<file path="src/rtl/fifo_reader.sv">
// Burst reader: pulls burst_len words out of a FIFO and presents them one at a
// time on a valid/ready stream, aborting with err if the FIFO stays empty too long.
module fifo_reader #(
   parameter int DATA_W  = 32,
   parameter int TIMEOUT = 16
) (
   input  logic              clk,
   input  logic              reset,
   input  logic              start,
   input  logic [3:0]        burst_len,
   input  logic              fifo_empty,
   input  logic [DATA_W-1:0] fifo_data,
   output logic              fifo_rd,
   input  logic              out_ready,
   output logic              out_valid,
   output logic [DATA_W-1:0] out_data,
   output logic              busy,
   output logic              done,
   output logic              err,
   output logic [3:0]        words_sent
);

   typedef enum logic [2:0] {IDLE, REQ, WAIT, HOLD, DONE} state_t;

   state_t     state, state_nxt;
   logic [3:0] len;
   logic [7:0] empty_cnt;
   logic [8:0] empty_cnt_inc;
   logic       timeout_hit;
   logic       last_word;

   assign empty_cnt_inc = {1'b0, empty_cnt} + 9'd1;
   assign timeout_hit   = (empty_cnt_inc >= 9'(TIMEOUT));
   assign last_word     = ((words_sent + 4'd1) == len);

   assign out_valid = (state == HOLD);
   assign busy      = (state != IDLE);
   assign done      = (state == DONE);

   always_ff @(posedge clk or negedge reset) begin
      if (!reset) state <= IDLE;
      else        state <= state_nxt;
   end

   always_comb begin
      state_nxt = state;
      fifo_rd   = 1'b0;
      case (state)
         IDLE: if (start) state_nxt = REQ;
         REQ: begin
            if (!fifo_empty) begin
               fifo_rd   = 1'b1;
               state_nxt = WAIT;
            end else if (timeout_hit) begin
               state_nxt = DONE;
            end
         end
         WAIT: state_nxt = HOLD;
         HOLD: if (out_ready) state_nxt = last_word ? DONE : REQ;
         DONE: state_nxt = IDLE;
         default: state_nxt = IDLE;
      endcase
   end

   // Burst bookkeeping; a zero or oversized length is treated as a full 8-word burst.
   always_ff @(posedge clk or negedge reset) begin
      if (!reset) begin
         len        <= 4'd0;
         empty_cnt  <= 8'd0;
         out_data   <= '0;
         words_sent <= 4'd0;
         err        <= 1'b0;
      end else begin
         case (state)
            IDLE: begin
               if (start) begin
                  len        <= (burst_len == 4'd0 || burst_len > 4'd8) ? 4'd8 : burst_len;
                  words_sent <= 4'd0;
                  err        <= 1'b0;
                  empty_cnt  <= 8'd0;
               end
            end
            REQ: begin
               if (!fifo_empty) begin
                  empty_cnt <= 8'd0;
               end else begin
                  if (empty_cnt != 8'hFF) empty_cnt <= empty_cnt_inc[7:0];
                  if (timeout_hit) err <= 1'b1;
               end
            end
            WAIT: out_data <= fifo_data;
            HOLD: if (out_ready) words_sent <= words_sent + 4'd1;
            default: ;
         endcase
      end
   end

endmodule

</file>
<file path="config.mk">
export PLATFORM = sky130hd
export DESIGN_NAME = fifo_reader
export DESIGN_NICKNAME = d
export VERILOG_FILES = /design/src/rtl/fifo_reader.sv
export SDC_FILE = /design/constraint.sdc
export NUM_CORES = 1
export LEC_CHECK = 0
export ABC_AREA = 1
export CAP_MARGIN = 15
export CORE_MARGIN = 8
export CORE_UTILIZATION = 40
export CTS_CLUSTER_SIZE = 14
export DETAILED_ROUTE_END_ITERATION = 10
export PLACE_DENSITY = 0.75
export SYNTH_ARGS = -nofsm -noshare
export SYNTH_HDL_FRONTEND = slang
export SYNTH_SLANG_ARGS = --single-unit
</file>
<file path="constraint.sdc">
create_clock -name clk -period 1.25 [get_ports clk]
set_input_delay 0.3125 -clock clk [delete_from_list [all_inputs] [get_ports clk]]
set_output_delay 0.3125 -clock clk [all_outputs]
set_load 0.02 [all_outputs]
</file>
Word level (Yosys, flattened, before mapping)
Index checks and enable logic that the tools add are counted.
- register bits after elaboration: 52
- input port bits: 41
- output and inout port bits: 41
- logic and storage cells: 53
- add/sub/neg operators: 2
- $lt $le $gt $ge: 2
- equality and inequality tests: 12
- multiplexer cells: 20
- reductions and logical operators: 11
- operators with widths (kind ; count):
    $mux 8 ; 3
    $pmux 8 s2 ; 1
    $mux 3 ; 5
    $mux 4 ; 3
    $pmux 3 s4 ; 1
    $add 8x1->9 const B ; 1
    $ge 9x5->1 const B ; 1
    $reduce_and 3->1 ; 3
    $ne 2x2->1 const B ; 4
    $ne 8x8->1 const B ; 1
    $pmux 4 s2 ; 1
    $eq 3x2->1 const B ; 2
    $ne 3x3->1 const B ; 2
    $mux 1 ; 5
    $add 4x1->4 const B ; 1
    $eq 4x4->1 ; 1
    $gt 4x4->1 const B ; 1
    $logic_not 4->1 ; 1
    $reduce_and 4->1 ; 1
    $reduce_bool 2->1 ; 2
    $eq 3x1->1 const B ; 1
    $eq 3x3->1 const B ; 1
    $logic_not 3->1 ; 1
    $reduce_bool 3->1 ; 1
    3 further kinds ; 3

Depth between registers and ports, before layout
Gate-level depths: netlist of run 1.
- depth after elaboration: 5
- depth in mapped cells: 13
- mapped depth without buffers: 13

Worst setup path after synthesis of run 1
OpenSTA, ideal clock, no wires.
- path type: flip-flop to flip-flop
- start point: register words_sent[0]
- end point: register state[0]
- library setup time: 120 ps
- arrival: 1369 ps
- required time: 1130 ps
- setup slack: -239 ps
- stages on the path, launching flop included: 11
- path buffers: 0
- period minus slack after synthesis: 1489 ps
- path through: dfrtp_1 ha_1 xor2_1 nand2_1 nand2_1 nor2_1 nand2_1 nand2_1 nand2_1 nor2_1 nor2_1
- word-level cells in the longest chain between the ends: 5
- RTL lines (item ; RTL line ; text):
    start: declaration ; 20 ; output logic [3:0] words_sent
    start signal: assignment ; 92 ; HOLD: if (out_ready) words_sent <= words_sent + 4'd1;
    $add 4x1->4 ; 34 ; assign last_word = ((words_sent + 4'd1) == len);
    $eq 4x4->1 ; 34 ;
    $mux 3 (2 in series) ; 59 ; HOLD: if (out_ready) state_nxt = last_word ? DONE : REQ;
    $pmux 3 s4 ; 48 ; case (state)
    end signal: assignment ; 42 ; else state <= state_nxt;
    end: declaration ; 25 ; state_t state, state_nxt;
No other way between the ends. The select of a mux whose other input is x is not followed.
A chain may end at the register's enable or synchronous reset.

Final worst setup path of run 1
- start point: register state[2]
- end point: output fifo_rd
- word-level cells in the longest chain between the ends: 2
- RTL lines (item ; RTL line ; text):
    $eq 3x1->1 ; 48 ;
    $mux 1 ; 48 ;
    end: declaration ; 13 ; output logic fifo_rd,
No other way between the ends.

==> results of run 1 <==
[metrics by stage]
| stage | hold slack [ns] | area [um2] |
|---|---|---|
| global route | 0.516 | 3810 |
| finish | 0.477 | 3810 |
| global placement | 0.330 | 3570 |
| detailed placement | 0.329 | 3570 |
| CTS | 0.482 | 3720 |
| floorplan | 0.0169 | 2440 |
[cell usage after synthesis, drive strengths merged]
| library cell | instances |
|---|---|
| a21oi | 4 |
| nand2 | 50 |
| inv | 28 |
| xnor2 | 1 |
| ha | 2 |
| or2 | 1 |
| mux2 | 32 |
| o21ai | 14 |
| xor2 | 5 |
| dfrtp | 52 |
| buf | 4 |
| nor3 | 2 |
| o22ai | 1 |
| nor2 | 15 |
| nand3 | 21 |
[repair_timing]
item / in CTS / in global routing
gates cloned: 0 / 0
resized for setup: 224 / 15
buffers inserted: 9 / 5
pin swaps: 10 / 11
hold endpoints to repair: 29 / 0
endpoints found under the setup margin: 92 / 58
hold buffers: 1 / 0
[per-layer routing]
metal	routed length, um	part of all wire (%)
met1	2250	36
met2	3270	53
met3	546	8.9
met4	102	1.7
met5	0	0
[path summary, 6_finish.rpt]
| check | from | endpoint | slack, ns | cells past startpoint |
|---|---|---|---|---|
| setup / recovery | state[2]$_DFFE_PN0P_ | fifo_rd | -0.28 | 4 |
| hold / removal | err$_DFFE_PN0P_ | err$_DFFE_PN0P_ | 0.48 | 2 |
| setup reg to reg | words_sent[1]$_DFFE_PN0P_ | state[0]$_DFFE_PN0P_ | -0.25 | 10 |
| hold reg to reg | err$_DFFE_PN0P_ | err$_DFFE_PN0P_ | 0.48 | 2 |
| max in group asynchronous | reset | state[0]$_DFFE_PN0P_ | 0.44 | 3 |
| min in group asynchronous | reset | words_sent[0]$_DFFE_PN0P_ | 0.53 | 3 |
[worst register-to-register path, stage by stage, from the launching register on]
cell and delay, ns:
dfrtp_2 0.46, ha_4 0.28, inv_2 0.04, nand2_1 0.05, nand3_1 0.09, nor2_2 0.15
nand2_1 0.08, nand2_1 0.07, nand2_1 0.06, nor2_1 0.09, nor2_1 0.04
[cell families (layout without fill, tap and decap cells)]
family                   count (synthesis)  in the layout  synth area share (%)
multiplexers                            32             32                  15.0
flip-flops                              52             52                  54.3
buffers and inverters                   32            162                  5.49
AND/OR/NAND/NOR                         89             89                  17.7
XOR/XNOR                                 6              6                  2.19
adder cells (fa/ha/maj)                  2              2                  1.04
AO/OA/AOI/OAI                           19             19                  4.18
[power by group through the flow]
stage          logic, W  registers [W]  clock network (W)
3_3_place_gp    0.00485        0.00281                  0
6_report        0.00496        0.00282            0.00119
2_1_floorplan   0.00192        0.00356                  0
5_1_grt         0.00536        0.00292            0.00130
4_1_cts         0.00480        0.00282            0.00123
3_5_place_dp    0.00496        0.00285                  0
[cell type report]
type / instances / area [um2]
multi-input cells: 148 / 1140
repair buffers: 126 / 1040
flip-flops and latches: 52 / 1310
well taps: 75 / 93.8
clock buffers: 5 / 68.8
clock inverters: 3 / 46.3
inverters: 28 / 108
fillers: 465 / 2040
[registers in the layout, summed over array words and instances, names as in the netlist]
register	cells
empty_cnt	8
err	1
len	4
out_data	32
state	3
words_sent	4
==> results.sh, run 1 <==
export IMPL_ys_warn_count=0
export IMPL_synth_area_um2=2390
export IMPL_worstPathArrival_ns=1.22
export IMPL_cts_tree="built"
export IMPL_clkLatencyLatePin_ns=0.30
export IMPL_synth_top_area_share_pct=54.3
export IMPL_total_power_w=0.00897
export IMPL_power_density_nw_per_um2=2350
export IMPL_layout_min_cycle_time_ns=1.53
export IMPL_grt_pass1_vias=2314
export IMPL_fin_cells=437
export IMPL_route_detailed_drc=0
export IMPL_tns_ns=-11.12
export IMPL_power_leakage_nw=1.81
export IMPL_criticalPathCategory="register to output port"
export IMPL_internal_power_w=0.00536
export IMPL_placed_cells_incl_taps=416
export IMPL_pwr_share_seq_pct=31.5
export IMPL_diodes=0
export IMPL_synth_distinct_cells=25
export IMPL_root_buffer="clkbuf_8"
export IMPL_grt_max_degree=53
export IMPL_layout_common_cells="47 x dfrtp_1, 39 x clkdlybuf4s50_1, 36 x nand2_1, 36 x buf_2, 32 x mux2_2"
export IMPL_mostFrequentLayoutCell="dfrtp_1"
export IMPL_met1_usage_pct=14.7
export IMPL_critical_path_top_delay_family="flip-flops"
export IMPL_cts_sinks=52
export IMPL_clockBufferDepth=2
export IMPL_synth_nets=275
export IMPL_crit_buf_inv=2
export IMPL_io_pins=82
export IMPL_fmax_ghz=0.655
export IMPL_coreArea_um2=5850
export IMPL_cp_end_kind="output port"
export IMPL_crit_chain="inv_2 -> nand3_2 -> nor2_4 -> buf_6"
export IMPL_vdd_drop_max_v=0.00140
export IMPL_pre_cts_slack_ns=-0.606
export IMPL_die_h_um=93.4
export IMPL_critPathMaxFanout=3
export IMPL_die_area_um2=8720
export IMPL_start_util_pct=40.9
export IMPL_setup_slack_ns=-0.278
export IMPL_num_nets_final=404
export IMPL_vias_per_cell=4.78
export IMPL_clk_pin_slew_ns=0.10
export IMPL_yosysTopAreaCell="dfrtp_1"
export IMPL_tightest_slew_ns=0.289
export IMPL_p_comb_share_pct=55.3
export IMPL_synthTopCellsByArea="dfrtp_1 54%, mux2_2 15%, nand2_1 7.5%, nand3_1 4.0%, inv_1 3.8%"
export IMPL_fin_util_pct=65.2
export IMPL_switching_share_pct=40.2
export IMPL_finClkSkew_ns=0.00819
export IMPL_failed_checks="setup timing"
export IMPL_track_usage_pct=14.7
export IMPL_antenna_found_initial=0
export IMPL_synthCells=232
export IMPL_status="finished, violations left"
export IMPL_cts_buffers=5
export IMPL_drt_iter0_drc=51
export IMPL_yosys_register_bits=52
export IMPL_cpMaxStageDelayCell="dfrtp_1"
export IMPL_htree_levels=2
export IMPL_setup_viol=56
export IMPL_grt_ovfl_total=0
export IMPL_firstDrtPassIters=4
export IMPL_die_x_um=93.4
export IMPL_hold_path_class="register to register"
export IMPL_portBuffers=81
export IMPL_place_detailed_hpwl_um=4470
export IMPL_startpoint_type="register"
export IMPL_final_max_slew_violation_count=0
export IMPL_antenna_left=0
export IMPL_grt_util_met2_pct=26.1
export IMPL_relSlewSlack_pct=80.7
export IMPL_fin_crit_sh_pct=122
export IMPL_hold_violations=0
export IMPL_fp_row_count=28
export IMPL_switching_power_w=0.00360
export IMPL_grtUsageMet3_pct=6.57
export IMPL_clkPwrFrac_pct=13.3
export IMPL_cpPeakStageDelay_ns=0.47
export IMPL_vias=2088
export IMPL_top_usage_layer="met2"
export IMPL_grt_pass1_wl_um=10300
export IMPL_gp_congestion=0.850
export IMPL_synth_avg_cell_area_um2=10.3
export IMPL_cp_required_ns=0.94
export IMPL_drt_wl_total_um=6170
export IMPL_max_cap_violations=0
export IMPL_drive_gt1_share_pct=51.4
export IMPL_wl_per_cell_um=14.1
export IMPL_area_growth_synth_to_final_pct=59.2
export IMPL_seq_area_frac_synth_pct=54.3
export IMPL_rsz0062_at_grt="true"
Note: power is estimated with default switching activity, not from simulation.
==> inputs of run 2 (changes only) <==
--- a/config.mk
+++ b/config.mk
@@ -7,7 +7,7 @@
 export LEC_CHECK = 0
 export ABC_AREA = 1
 export CAP_MARGIN = 15
-export CORE_MARGIN = 8
+export CORE_MARGIN = 2
 export CORE_UTILIZATION = 40
 export CTS_CLUSTER_SIZE = 14
 export DETAILED_ROUTE_END_ITERATION = 10
==> run 2 against run 1 <==
Compared with the run above:
- the run still ends with setup timing left
- maximum frequency is essentially flat
- non-clock buffer count shrank 6
- sequential power is essentially flat
- design area grew 0.46%
- highest routed layer unchanged
- clock skew shrank 0.00077 ns
==> results.sh, run 2 (same netlist as run 1, synthesis figures left out) <==
export IMPL_finClkSkew_ns=0.00742
export IMPL_crit_chain="ha_4 -> nand3_4 -> o21ai_2 -> nand2_1 -> nor2_2 -> nand2_1 -> nand2_1 -> nand2_1 -> nand3_1 -> nand2_1"
export IMPL_crit_buf_inv=0
export IMPL_critical_path_top_delay_family="simple AND/OR/NAND/NOR gates"
export IMPL_cpPeakStageDelay_ns=0.42
export IMPL_criticalPathCategory="register to register"
export IMPL_die_x_um=81.4
export IMPL_fmax_ghz=0.654
export IMPL_portBuffers=81
export IMPL_start_util_pct=40.9
export IMPL_cp_end_kind="register"
export IMPL_cp_common_cell="nand2_1"
export IMPL_cp_required_ns=1.45
export IMPL_root_buffer="clkbuf_8"
export IMPL_internal_power_w=0.00552
export IMPL_mostFrequentLayoutCell="dfrtp_1"
export IMPL_grt_ovfl_total=0
export IMPL_final_max_slew_violation_count=0
export IMPL_startpoint_type="register"
export IMPL_setup_viol=56
export IMPL_rsz0062_at_grt="true"
export IMPL_io_pins=82
export IMPL_largest_reg_flops=32
export IMPL_switching_power_w=0.00357
export IMPL_route_detailed_drc=0
export IMPL_worstPathArrival_ns=1.73
export IMPL_drt_wl_total_um=5940
export IMPL_tightest_slew_ns=0.338
export IMPL_p_comb_share_pct=53.8
export IMPL_relSlewSlack_pct=77.3
export IMPL_grt_pass1_wl_um=9530
export IMPL_critPathMaxFanout=4
export IMPL_total_power_w=0.00908
export IMPL_die_h_um=81.4
export IMPL_power_leakage_nw=1.80
export IMPL_place_detailed_hpwl_um=3950
export IMPL_track_usage_pct=18.8
export IMPL_pwr_share_seq_pct=31.1
export IMPL_vias_per_cell=4.77
export IMPL_status="finished, violations left"
export IMPL_hold_violations=0
export IMPL_antenna_left=0
export IMPL_num_nets_final=398
export IMPL_grt_max_degree=53
export IMPL_vdd_drop_max_v=0.00160
export IMPL_clkPwrFrac_pct=15.1
export IMPL_setup_slack_ns=-0.279
export IMPL_cts_sinks=52
export IMPL_max_cap_violations=0
export IMPL_area_growth_synth_to_final_pct=59.9
export IMPL_layout_common_cells="46 x dfrtp_1, 39 x clkdlybuf4s50_1, 36 x buf_2"
export IMPL_gp_congestion=0.810
export IMPL_cts_buffers=5
export IMPL_largest_register="out_data"
export IMPL_diodes=0
export IMPL_layout_min_cycle_time_ns=1.53
export IMPL_holdWs_ns=0.485
export IMPL_die_area_um2=6620
export IMPL_failed_checks="setup timing"
export IMPL_drive_gt1_share_pct=50.8
export IMPL_clockBufferDepth=2
export IMPL_cts_tree="built"
export IMPL_switching_share_pct=39.3
export IMPL_grt_pass1_vias=2098
export IMPL_antenna_found_initial=0
export IMPL_fin_crit_sh_pct=122
export IMPL_wl_per_cell_um=13.8
export IMPL_vias=2056
export IMPL_cpMaxStageDelayCell="dfrtp_1"
export IMPL_layout_top_registers="out_data: 32 flops, empty_cnt: 8 flops"
export IMPL_clk_pin_slew_ns=0.10
export IMPL_clkLatencyLatePin_ns=0.30
export IMPL_coreArea_um2=5850
export IMPL_firstDrtPassIters=4
export IMPL_fp_row_count=28
export IMPL_hold_path_class="register to register"
export IMPL_power_density_nw_per_um2=2370
export IMPL_drt_iter0_drc=45
export IMPL_htree_levels=2
## run 2: final cells by class
| cell class | instances | area [um2] |
|---|---|---|
| Tap cell | 75 | 93.8 |
| Fill cell | 446 | 2020 |
| Clock inverter | 3 | 68.8 |
| Clock buffer | 5 | 68.8 |
| Inverter | 28 | 110 |
| Multi-Input combinational cell | 148 | 1180 |
| Timing Repair Buffer | 120 | 1000 |
| Sequential cell | 52 | 1310 |
## run 2: worst min-delay path: stages (launching register included)
cell	delay [ns]
dfrtp_1	0.36
nand2_1	0.06
nand2_1	0.05
## run 2: power by group through the flow
stage | combinational, W | clock, W | sequential [W]
after floorplan | 0.00192 | 0 | 0.00356
after global placement | 0.00479 | 0 | 0.00281
after detailed placement | 0.00488 | 0 | 0.00286
after CTS | 0.00476 | 0.00141 | 0.00283
after global routing | 0.00527 | 0.00149 | 0.00293
final | 0.00488 | 0.00137 | 0.00283
## run 2: per-stage QoR
stage	setup TNS [ns]	util, %	instance area [um2]	setup slack [ns]	std cells
after global routing	-13.50	65.5	3830	-0.414	431
after global placement	-12.15	60.8	3550	-0.603	414
final	-9.61	65.5	3830	-0.279	431
after CTS	-9.05	63.7	3730	-0.225	429
after detailed placement	-13.07	60.8	3550	-0.611	414
after floorplan	-1.12	-	2440	-0.146	232
## run 2: path summary, 6_finish.rpt
check                                              start                         to  slack, ns  cells past startpoint
worst max-delay path            empty_cnt[1]$_DFFE_PN0P_            err$_DFFE_PN0P_      -0.28                     10
worst min-delay path                     err$_DFFE_PN0P_            err$_DFFE_PN0P_       0.48                      2
worst max register to register  empty_cnt[1]$_DFFE_PN0P_            err$_DFFE_PN0P_      -0.28                     10
worst min register to register           err$_DFFE_PN0P_            err$_DFFE_PN0P_       0.48                      2
max in group asynchronous                          reset   empty_cnt[5]$_DFFE_PN0P_       0.47                      3
min in group asynchronous                          reset  words_sent[2]$_DFFE_PN0P_       0.52                      3
## run 2: repair_timing
| action | in CTS | in global routing |
|---|---|---|
| endpoints found under the setup margin | 90 | 58 |
| gates resized for setup | 223 | 28 |
| pin swaps | 7 | 11 |
| hold buffers | 1 | 0 |
| setup buffers | 9 | 4 |
| hold endpoints to repair | 34 | 0 |
## run 2: layer usage
| layer | GRT usage [%] | wire length (um) | up-vias |
|---|---|---|---|
| met1 | 21.3 | 2260 | 975 |
| met4 | 6.78 | 182 | 0 |
| met2 | 33.4 | 3120 | 67 |
| li1 | - | - | 997 |
| met3 | 5.33 | 380 | 17 |
| met5 | 0 | 0 | - |
